### src/rtl/graphics_pkg.sv
// graphics_pkg: shared constants for the Curveball display path.
//
// Contents:
//   COORD_W           - width of pixel_x / pixel_y coordinate buses
//   DEF_H_* / DEF_V_* - default 640x480@60 raster timing (pixels / lines)
//   Color constants   - 24-bit RGB 8:8:8 values used by the sprite renderers
//   axis_total()      - length of one scan axis from its four timing regions
package graphics_pkg;

    localparam int unsigned COORD_W = 16;

    // Horizontal timing, in pixel ticks.
    localparam int unsigned DEF_H_ACTIVE = 640;
    localparam int unsigned DEF_H_FP     = 16;
    localparam int unsigned DEF_H_SYNC   = 96;
    localparam int unsigned DEF_H_BP     = 48;

    // Vertical timing, in lines.
    localparam int unsigned DEF_V_ACTIVE = 480;
    localparam int unsigned DEF_V_FP     = 10;
    localparam int unsigned DEF_V_SYNC   = 2;
    localparam int unsigned DEF_V_BP     = 33;

    localparam int unsigned DEF_H_TOTAL =
        DEF_H_ACTIVE + DEF_H_FP + DEF_H_SYNC + DEF_H_BP;
    localparam int unsigned DEF_V_TOTAL =
        DEF_V_ACTIVE + DEF_V_FP + DEF_V_SYNC + DEF_V_BP;

    // RGB 8:8:8 palette shared by the renderers.
    localparam logic [23:0] BLACK  = 24'h000000;
    localparam logic [23:0] BLUE   = 24'h0000FF;
    localparam logic [23:0] GREEN  = 24'h00FF00;
    localparam logic [23:0] RED    = 24'hFF0000;
    localparam logic [23:0] YELLOW = 24'hFFFF00;
    localparam logic [23:0] GRAY   = 24'h808080;
    localparam logic [23:0] WHITE  = 24'hFFFFFF;

    function automatic int unsigned axis_total(input int unsigned vis,
                                               input int unsigned fp,
                                               input int unsigned sync,
                                               input int unsigned bp);
        return vis + fp + sync + bp;
    endfunction

endpackage

### src/rtl/scan_axis_counter.sv
// scan_axis_counter: one axis of the raster scan.
//
// Wrapping counter 0..TOTAL-1 that advances on clocks with en=1, plus a
// combinational decode of the window [WIN_START, WIN_START+WIN_LEN).
//
// Ports:
//   clk    in  1      system clock
//   rst_n  in  1      asynchronous active-low reset (count returns to 0)
//   en     in  1      advance enable
//   cnt    out WIDTH  current count (register output)
//   wrap   out 1      count is at TOTAL-1; next enabled clock returns to 0
//   in_win out 1      count lies inside the decode window
module scan_axis_counter
    import graphics_pkg::*;
#(
    parameter int unsigned WIDTH     = COORD_W,
    parameter int unsigned TOTAL     = DEF_H_TOTAL,
    parameter int unsigned WIN_START = DEF_H_ACTIVE + DEF_H_FP,
    parameter int unsigned WIN_LEN   = DEF_H_SYNC
) (
    input  logic             clk,
    input  logic             rst_n,
    input  logic             en,
    output logic [WIDTH-1:0] cnt,
    output logic             wrap,
    output logic             in_win
);

    localparam logic [WIDTH-1:0] LAST   = WIDTH'(TOTAL - 1);
    localparam logic [WIDTH-1:0] WIN_LO = WIDTH'(WIN_START);
    localparam logic [WIDTH-1:0] WIN_HI = WIDTH'(WIN_START + WIN_LEN);

    logic [WIDTH-1:0] cnt_q;
    logic [WIDTH-1:0] cnt_d;

    assign wrap = (cnt_q == LAST);

    always_comb begin
        cnt_d = cnt_q;
        if (en) begin
            cnt_d = wrap ? '0 : cnt_q + WIDTH'(1);
        end
    end

    always_ff @(posedge clk or negedge rst_n) begin
        if (!rst_n) begin
            cnt_q <= '0;
        end else begin
            cnt_q <= cnt_d;
        end
    end

    // Half-open window, decoded straight off the register so the
    // sync stage sees the state that belongs to the current coordinate.
    assign in_win = (cnt_q >= WIN_LO) && (cnt_q < WIN_HI);
    assign cnt    = cnt_q;

endmodule

### src/rtl/vga_scan_gen.sv
// vga_scan_gen: raster timing generator and pixel-output stage.
//
// Scans the frame one pixel per pix_en tick, publishes the scan position to
// the combinational sprite renderers, and registers their merged color onto
// the DAC bus together with the sync state of the same coordinate.
//
// Ports:
//   clk         in  1   system clock
//   rst_n       in  1   asynchronous active-low reset
//   pix_en      in  1   pixel-rate clock enable
//   color       in  24  renderer RGB for the current pixel_x/pixel_y
//   pixel_x     out 16  horizontal scan count (unclamped in blanking)
//   pixel_y     out 16  vertical scan count (unclamped in blanking)
//   active      out 1   current coordinate is in the visible area
//   rgb         out 24  registered pixel, black outside the visible area
//   hsync       out 1   horizontal sync, aligned with rgb
//   vsync       out 1   vertical sync, aligned with rgb
//   line_start  out 1   one-clk pulse when h count becomes 0
//   frame_start out 1   one-clk pulse when the scan becomes (0,0)
module vga_scan_gen
    import graphics_pkg::*;
#(
    parameter int unsigned H_ACTIVE = DEF_H_ACTIVE,
    parameter int unsigned H_FP     = DEF_H_FP,
    parameter int unsigned H_SYNC   = DEF_H_SYNC,
    parameter int unsigned H_BP     = DEF_H_BP,
    parameter int unsigned V_ACTIVE = DEF_V_ACTIVE,
    parameter int unsigned V_FP     = DEF_V_FP,
    parameter int unsigned V_SYNC   = DEF_V_SYNC,
    parameter int unsigned V_BP     = DEF_V_BP,
    parameter logic        SYNC_POL = 1'b0
) (
    input  logic               clk,
    input  logic               rst_n,
    input  logic               pix_en,
    input  logic [23:0]        color,
    output logic [COORD_W-1:0] pixel_x,
    output logic [COORD_W-1:0] pixel_y,
    output logic               active,
    output logic [23:0]        rgb,
    output logic               hsync,
    output logic               vsync,
    output logic               line_start,
    output logic               frame_start
);

    localparam int unsigned H_TOTAL = axis_total(H_ACTIVE, H_FP, H_SYNC, H_BP);
    localparam int unsigned V_TOTAL = axis_total(V_ACTIVE, V_FP, V_SYNC, V_BP);

    localparam logic [COORD_W-1:0] H_VIS = COORD_W'(H_ACTIVE);
    localparam logic [COORD_W-1:0] V_VIS = COORD_W'(V_ACTIVE);

    logic [COORD_W-1:0] h_cnt;
    logic [COORD_W-1:0] v_cnt;
    logic               h_wrap;
    logic               v_wrap;
    logic               h_sync_win;
    logic               v_sync_win;
    logic               v_en;

    logic [23:0] rgb_q;
    logic        hsync_q;
    logic        vsync_q;
    logic        line_start_q;
    logic        frame_start_q;

    // The vertical axis steps once per line, on the tick that wraps h.
    assign v_en = pix_en & h_wrap;

    scan_axis_counter #(
        .WIDTH     (COORD_W),
        .TOTAL     (H_TOTAL),
        .WIN_START (H_ACTIVE + H_FP),
        .WIN_LEN   (H_SYNC)
    ) u_h_axis (
        .clk    (clk),
        .rst_n  (rst_n),
        .en     (pix_en),
        .cnt    (h_cnt),
        .wrap   (h_wrap),
        .in_win (h_sync_win)
    );

    // vsync window depends on v only, so it spans whole lines.
    scan_axis_counter #(
        .WIDTH     (COORD_W),
        .TOTAL     (V_TOTAL),
        .WIN_START (V_ACTIVE + V_FP),
        .WIN_LEN   (V_SYNC)
    ) u_v_axis (
        .clk    (clk),
        .rst_n  (rst_n),
        .en     (v_en),
        .cnt    (v_cnt),
        .wrap   (v_wrap),
        .in_win (v_sync_win)
    );

    assign active = (h_cnt < H_VIS) && (v_cnt < V_VIS);

    // Output stage: color returned for the current coordinate is captured
    // alongside that coordinate's sync state, giving one tick of latency.
    // The counter -> renderer -> rgb path is single-cycle in clk; pix_en
    // only gates when the capture happens.
    always_ff @(posedge clk or negedge rst_n) begin
        if (!rst_n) begin
            rgb_q   <= BLACK;
            hsync_q <= ~SYNC_POL;
            vsync_q <= ~SYNC_POL;
        end else if (pix_en) begin
            rgb_q   <= active ? color : BLACK;
            // XOR with ~SYNC_POL maps "in window" to the asserted level.
            hsync_q <= h_sync_win ^ ~SYNC_POL;
            vsync_q <= v_sync_win ^ ~SYNC_POL;
        end
    end

    // Strobes are high on the clk where the counters have just become 0.
    // A reset restart never passes through a wrap, so it emits no strobe.
    always_ff @(posedge clk or negedge rst_n) begin
        if (!rst_n) begin
            line_start_q  <= 1'b0;
            frame_start_q <= 1'b0;
        end else begin
            line_start_q  <= pix_en & h_wrap;
            frame_start_q <= pix_en & h_wrap & v_wrap;
        end
    end

    assign pixel_x     = h_cnt;
    assign pixel_y     = v_cnt;
    assign rgb         = rgb_q;
    assign hsync       = hsync_q;
    assign vsync       = vsync_q;
    assign line_start  = line_start_q;
    assign frame_start = frame_start_q;

endmodule
### config.mk
export PLATFORM = sky130hd
export DESIGN_NAME = vga_scan_gen
export DESIGN_NICKNAME = d
export VERILOG_FILES = /design/src/rtl/graphics_pkg.sv /design/src/rtl/scan_axis_counter.sv /design/src/rtl/vga_scan_gen.sv
export SDC_FILE = /design/constraint.sdc
export NUM_CORES = 1
export LEC_CHECK = 0
export CORE_MARGIN = 2
export CORE_UTILIZATION = 52
export DETAILED_ROUTE_END_ITERATION = 12
export PLACE_DENSITY = 0.94
export REMOVE_ABC_BUFFERS = 1
export SYNTH_ARGS = -nofsm -noshare
export SYNTH_HDL_FRONTEND = slang
export SYNTH_HIERARCHICAL = 1
export SYNTH_SLANG_ARGS = --single-unit
### constraint.sdc
create_clock -name clk -period 7.9 [get_ports clk]
set_input_delay 1.58 -clock clk [delete_from_list [all_inputs] [get_ports clk]]
set_output_delay 1.58 -clock clk [all_outputs]
set_load 0.05 [all_outputs]
# After elaboration in Yosys (flattened, before gate mapping)

Index checks and enable logic that the tools add are counted.

Input port bits: 27
Output and inout bits: 61
Register bits: 60
Word-level logic and storage cells: 27

Bitwise operators: 4
Mux-type cells: 3
$lt $le $gt $ge: 6
Eq/ne operators: 2
Reduce and logical (&&, ||, !) cells: 3
Add/subtract/negate cells: 2

Operators by type and width:

| cell                                                                                  | number |
|---|---|
| 16-bit by 1-bit adder with 16-bit output, second input constant                       | 2 |
| 16-bit by 10-bit equality test with 1-bit output, second input constant               | 2 |
| 16-bit by 10-bit < comparator with 1-bit output, second input constant                | 2 |
| 16-bit by 9-bit < comparator with 1-bit output, second input constant                 | 2 |
| 16-bit two-way mux                                                                    | 2 |
| 24-bit two-way mux                                                                    | 1 |
| 16-bit by 10-bit greater-or-equal comparator with 1-bit output, second input constant | 1 |
| 16-bit by 9-bit greater-or-equal comparator with 1-bit output, second input constant  | 1 |
| 1-bit logical AND                                                                     | 3 |
| 1-bit bitwise AND                                                                     | 2 |
| 1-bit NOT                                                                             | 2 |

# Depth between registers and ports, before layout

Word-level depth: 3
Gate-level depth with buffers: 9
Depth with buffers taken out: 8

# Modules after synthesis

Netlist, hierarchy kept.

By module, submodules not included:

| module                        | sequential area each (um^2) | area an instance (um^2) | cells each | times used |
|---|---|---|---|---|
| vga_scan_gen                  | 703.2                       | 1453.9                  | 127        | 1 |
| scan_axis_counter at u_v_axis | 400.4                       | 822.0                   | 79         | 1 |
| scan_axis_counter at u_h_axis | 400.4                       | 809.5                   | 77         | 1 |

# Worst setup path before layout

Ideal clock, no wire load.

Path kind: register -> output
Start: register u_h_axis.cnt_q[12], in the netlist u_h_axis/cnt[12]
End: output active
Path buffers: 1
Data required time: 6320 ps
Data arrival time: 2504 ps
Slack: 3816 ps
Stages on the path, launching flop included: 5
Cell sequence: dfrtp_1 -> nor4_4 -> o211ai_4 -> buf_6 -> nor3b_1

Word-level cells in the longest chain between the ends: 2

RTL lines:

| element                                         | RTL line                | source |
|---|---|---|
| start: declaration                              | scan_axis_counter.sv:33 | `logic [WIDTH-1:0] cnt_q;` |
| start signal: assignment                        | scan_axis_counter.sv:49 | `cnt_q <= cnt_d;` |
| 16-bit by 10-bit < comparator with 1-bit output | vga_scan_gen.sv:99      | `assign active = (h_cnt < H_VIS) && (v_cnt < V_VIS);` |
| 1-bit logical AND                               | vga_scan_gen.sv:99      |  |
| end: declaration                                | vga_scan_gen.sv:39      | `output logic active,` |

Every way passes these cells.

# Worst setup path after layout

Ends and elaborated chain as after synthesis.

==> flow_summary.toml <==
[final_layout]
nets = 402
instances_no_fill = 451
final_util = 0.728
final_area_sq_um = 4230
drive_gt1_frac = 0.146
n_fill_cell = 408
regArea_sq_um = 1500
diodes = 0
area_growth_pct = 37.2
multi_input_comb_area_sq_um = 1370

[sta]
final-setup-viol-count = 0
rsz0062_at_grt = "false"
finalHoldViolCount = 0
setup_tns_ns = 0
fin_skew_ns = 0.00806
worst_slew_pin_slew_ns = 0.941
fin_ws_ns = 3.58
min_period_over_period = 0.547
finalCriticalPeriod_ns = 4.32
fmax_mhz = 231
timing.slew.headroom = 0.370
slew_violations = 0

[die]
io-pin-count = 88
die_h_um = 81.0
rows = 28
design.die.area_sq_um = 6570
start_util = 0.531
coreArea_sq_um = 5820
fp.dieW_um = 81.0

[synth]
synth_top_cell_by_area = "dfrtp_1"
syn_area_sq_um = 3090
synth_edf_count = 0
yosys.area.top_type_share = 0.470
netlist_top_cells_area = "dfrtp_1 (47%), o32ai_2 (10%), nand3_1 (6.3%), xnor2_1 (5.7%), inv_1 (4.4%)"
syn_inst = 283
netlist_top_cells_count = "dfrtp_1 (58), nand3_1 (39), inv_1 (36)"
syn_area_per_cell_sq_um = 10.9
synthArstFlopShare = 1.00
yosys_warnings = 6
synth-seq-area-share = 0.487
ys_seq_elements = 60
ys.flop_type = "dfrtp_1"
synth.distinct_cells = 45
yosysMostFrequentCell = "dfrtp_1"

[clock_tree]
path_clk_slew_ns = 0.07
post_cts_resized = 0
clock_sinks = 60
cts_buffers = 9
cts.htree.levels = 3
cts_root_buffer = "clkbuf_8"
clk_latency_ns = 0.34
post_cts_buffers = 0
postCtsHoldBufs = 0
cts_tree = "yes"
cts_buffer_depth = 2

[worst_setup_path]
cp.arrival_ns = 2.74
path_class = "reg2out"
reg2regPathDepth = 8
cp-start-kind = "register"
cp_max_fo = 25
cp_slowest_cell = "clkdlybuf4s50_1"
crit_family = "buffers and inverters"
path_cells = "nor4_4, o211ai_4, nor3b_1, clkdlybuf4s50_1"
worst-path-buf-inv = 1
max_stage_delay_ns = 0.85
cp.required_ns = 6.32
end_kind = "output pin"
worstSetupPathDepth = 4

[routing]
routed_wl_um = 8130
via_per_inst = 5.83
vias = 2630
drt_first_pass_iters = 5
drc_errors = 0
first_iter_violations = 207
avgRoutedWirePerCell_um = 18.0
postRouteAntennaNets = 0

[grt]
antenna_found_initial = 0
grt_pass1_vias = 2563
grtUsageTotal = 0.258
grt_pass1_wl_um = 12700
grt_remaining_overflow = 0
grt_max_degree = 63

[min_path]
min_path_cells = 2
hold_class = "reg2reg"

[run_status]
outcome = "finished, final reports clean"

[pwr]
powerDensity_nw_per_um2 = 192
p_leak_nw = 1.75
ir_worst_vdd_v = 0.000173

[placed_design]
gp_congestion = 0.836
dpl_cell_area_sq_um = 4000
numPortBuffers = 87
placed_cells = 435
pre_cts_ws_ns = 3.92
dp_hpwl_um = 5480

[job]
max_cap_violations = 0
## power by group
group	switching, mW	total [mW]	internal [mW]
clock network	0.118	0.321	0.204
logic	0.0923	0.147	0.0546
registers	0.0231	0.344	0.321
## cell usage in the layout (no fill, tap or decap), drive strengths merged, types with 4 or more instances in the layout
master         count
and3               5
buf                6
clkbuf            13
clkdlybuf4s50     85
dfrtp             58
ha                 4
inv               36
mux2i              4
nand2             11
nand3             39
nand4              9
nor2              12
nor3               4
nor4              10
o21ai              5
o32ai             24
xnor2             20
## metal layers
layer | GRT usage | part of all wire | vias to the layer above
met1 | 0.319 | 0.40 | 1288
met2 | 0.409 | 0.48 | 128
met5 | 0 | 0 | -
met3 | 0.0700 | 0.083 | 16
met4 | 0.144 | 0.035 | 0
li1 | - | - | 1198
## metrics by stage
step,power [mW],hold WS (ns)
floorplan,0.432,0.574
global placement,0.492,0.462
detailed placement,0.495,0.475
CTS,0.817,0.485
global route,0.845,0.497
finish,0.812,0.485
## worst min-delay path, cell delays in order (launching register included)
cell and delay, ns:
dfstp_2 0.37, inv_1 0.05, mux2i_1 0.06
## kinds of logic after synthesis
group,Yosys count,share of synthesized area
simple gates,104,0.201
flops,60,0.487
buf+inv,50,0.0677
compound gates,38,0.149
xor+xnor,23,0.0653
mux,4,0.0130
fa+ha+maj,4,0.0162
## final timing paths
check	from	endpoint	slack, ns
hold / removal	hsync	hsync	0.49
max in group asynchronous	rst_n	u_h_axis/cnt[2]	6.01
hold reg to reg	hsync	hsync	0.49
setup / recovery	u_h_axis/cnt[12]	active	3.58
setup reg to reg	u_h_axis/cnt[0]	u_v_axis/cnt[13]	4.96
min in group asynchronous	rst_n	u_v_axis/cnt[14]	1.40
## flip-flops by register name, indices dropped and copies added (netlist names)
name and count:
frame_start 1, hsync 1, line_start 1, rgb 24, u_h_axis/cnt 16, u_v_axis/cnt 16
vsync 1
## area by class of cell
cell class,instances,area share
Multi-Input combinational cell,173,0.324
Timing Repair Buffer,91,0.210
Inverter,36,0.0319
Tap cell,75,0.0222
Sequential cell,60,0.355
Clock buffer,13,0.0399
Clock inverter,3,0.0160
Power figures use the tool's default switching activity.
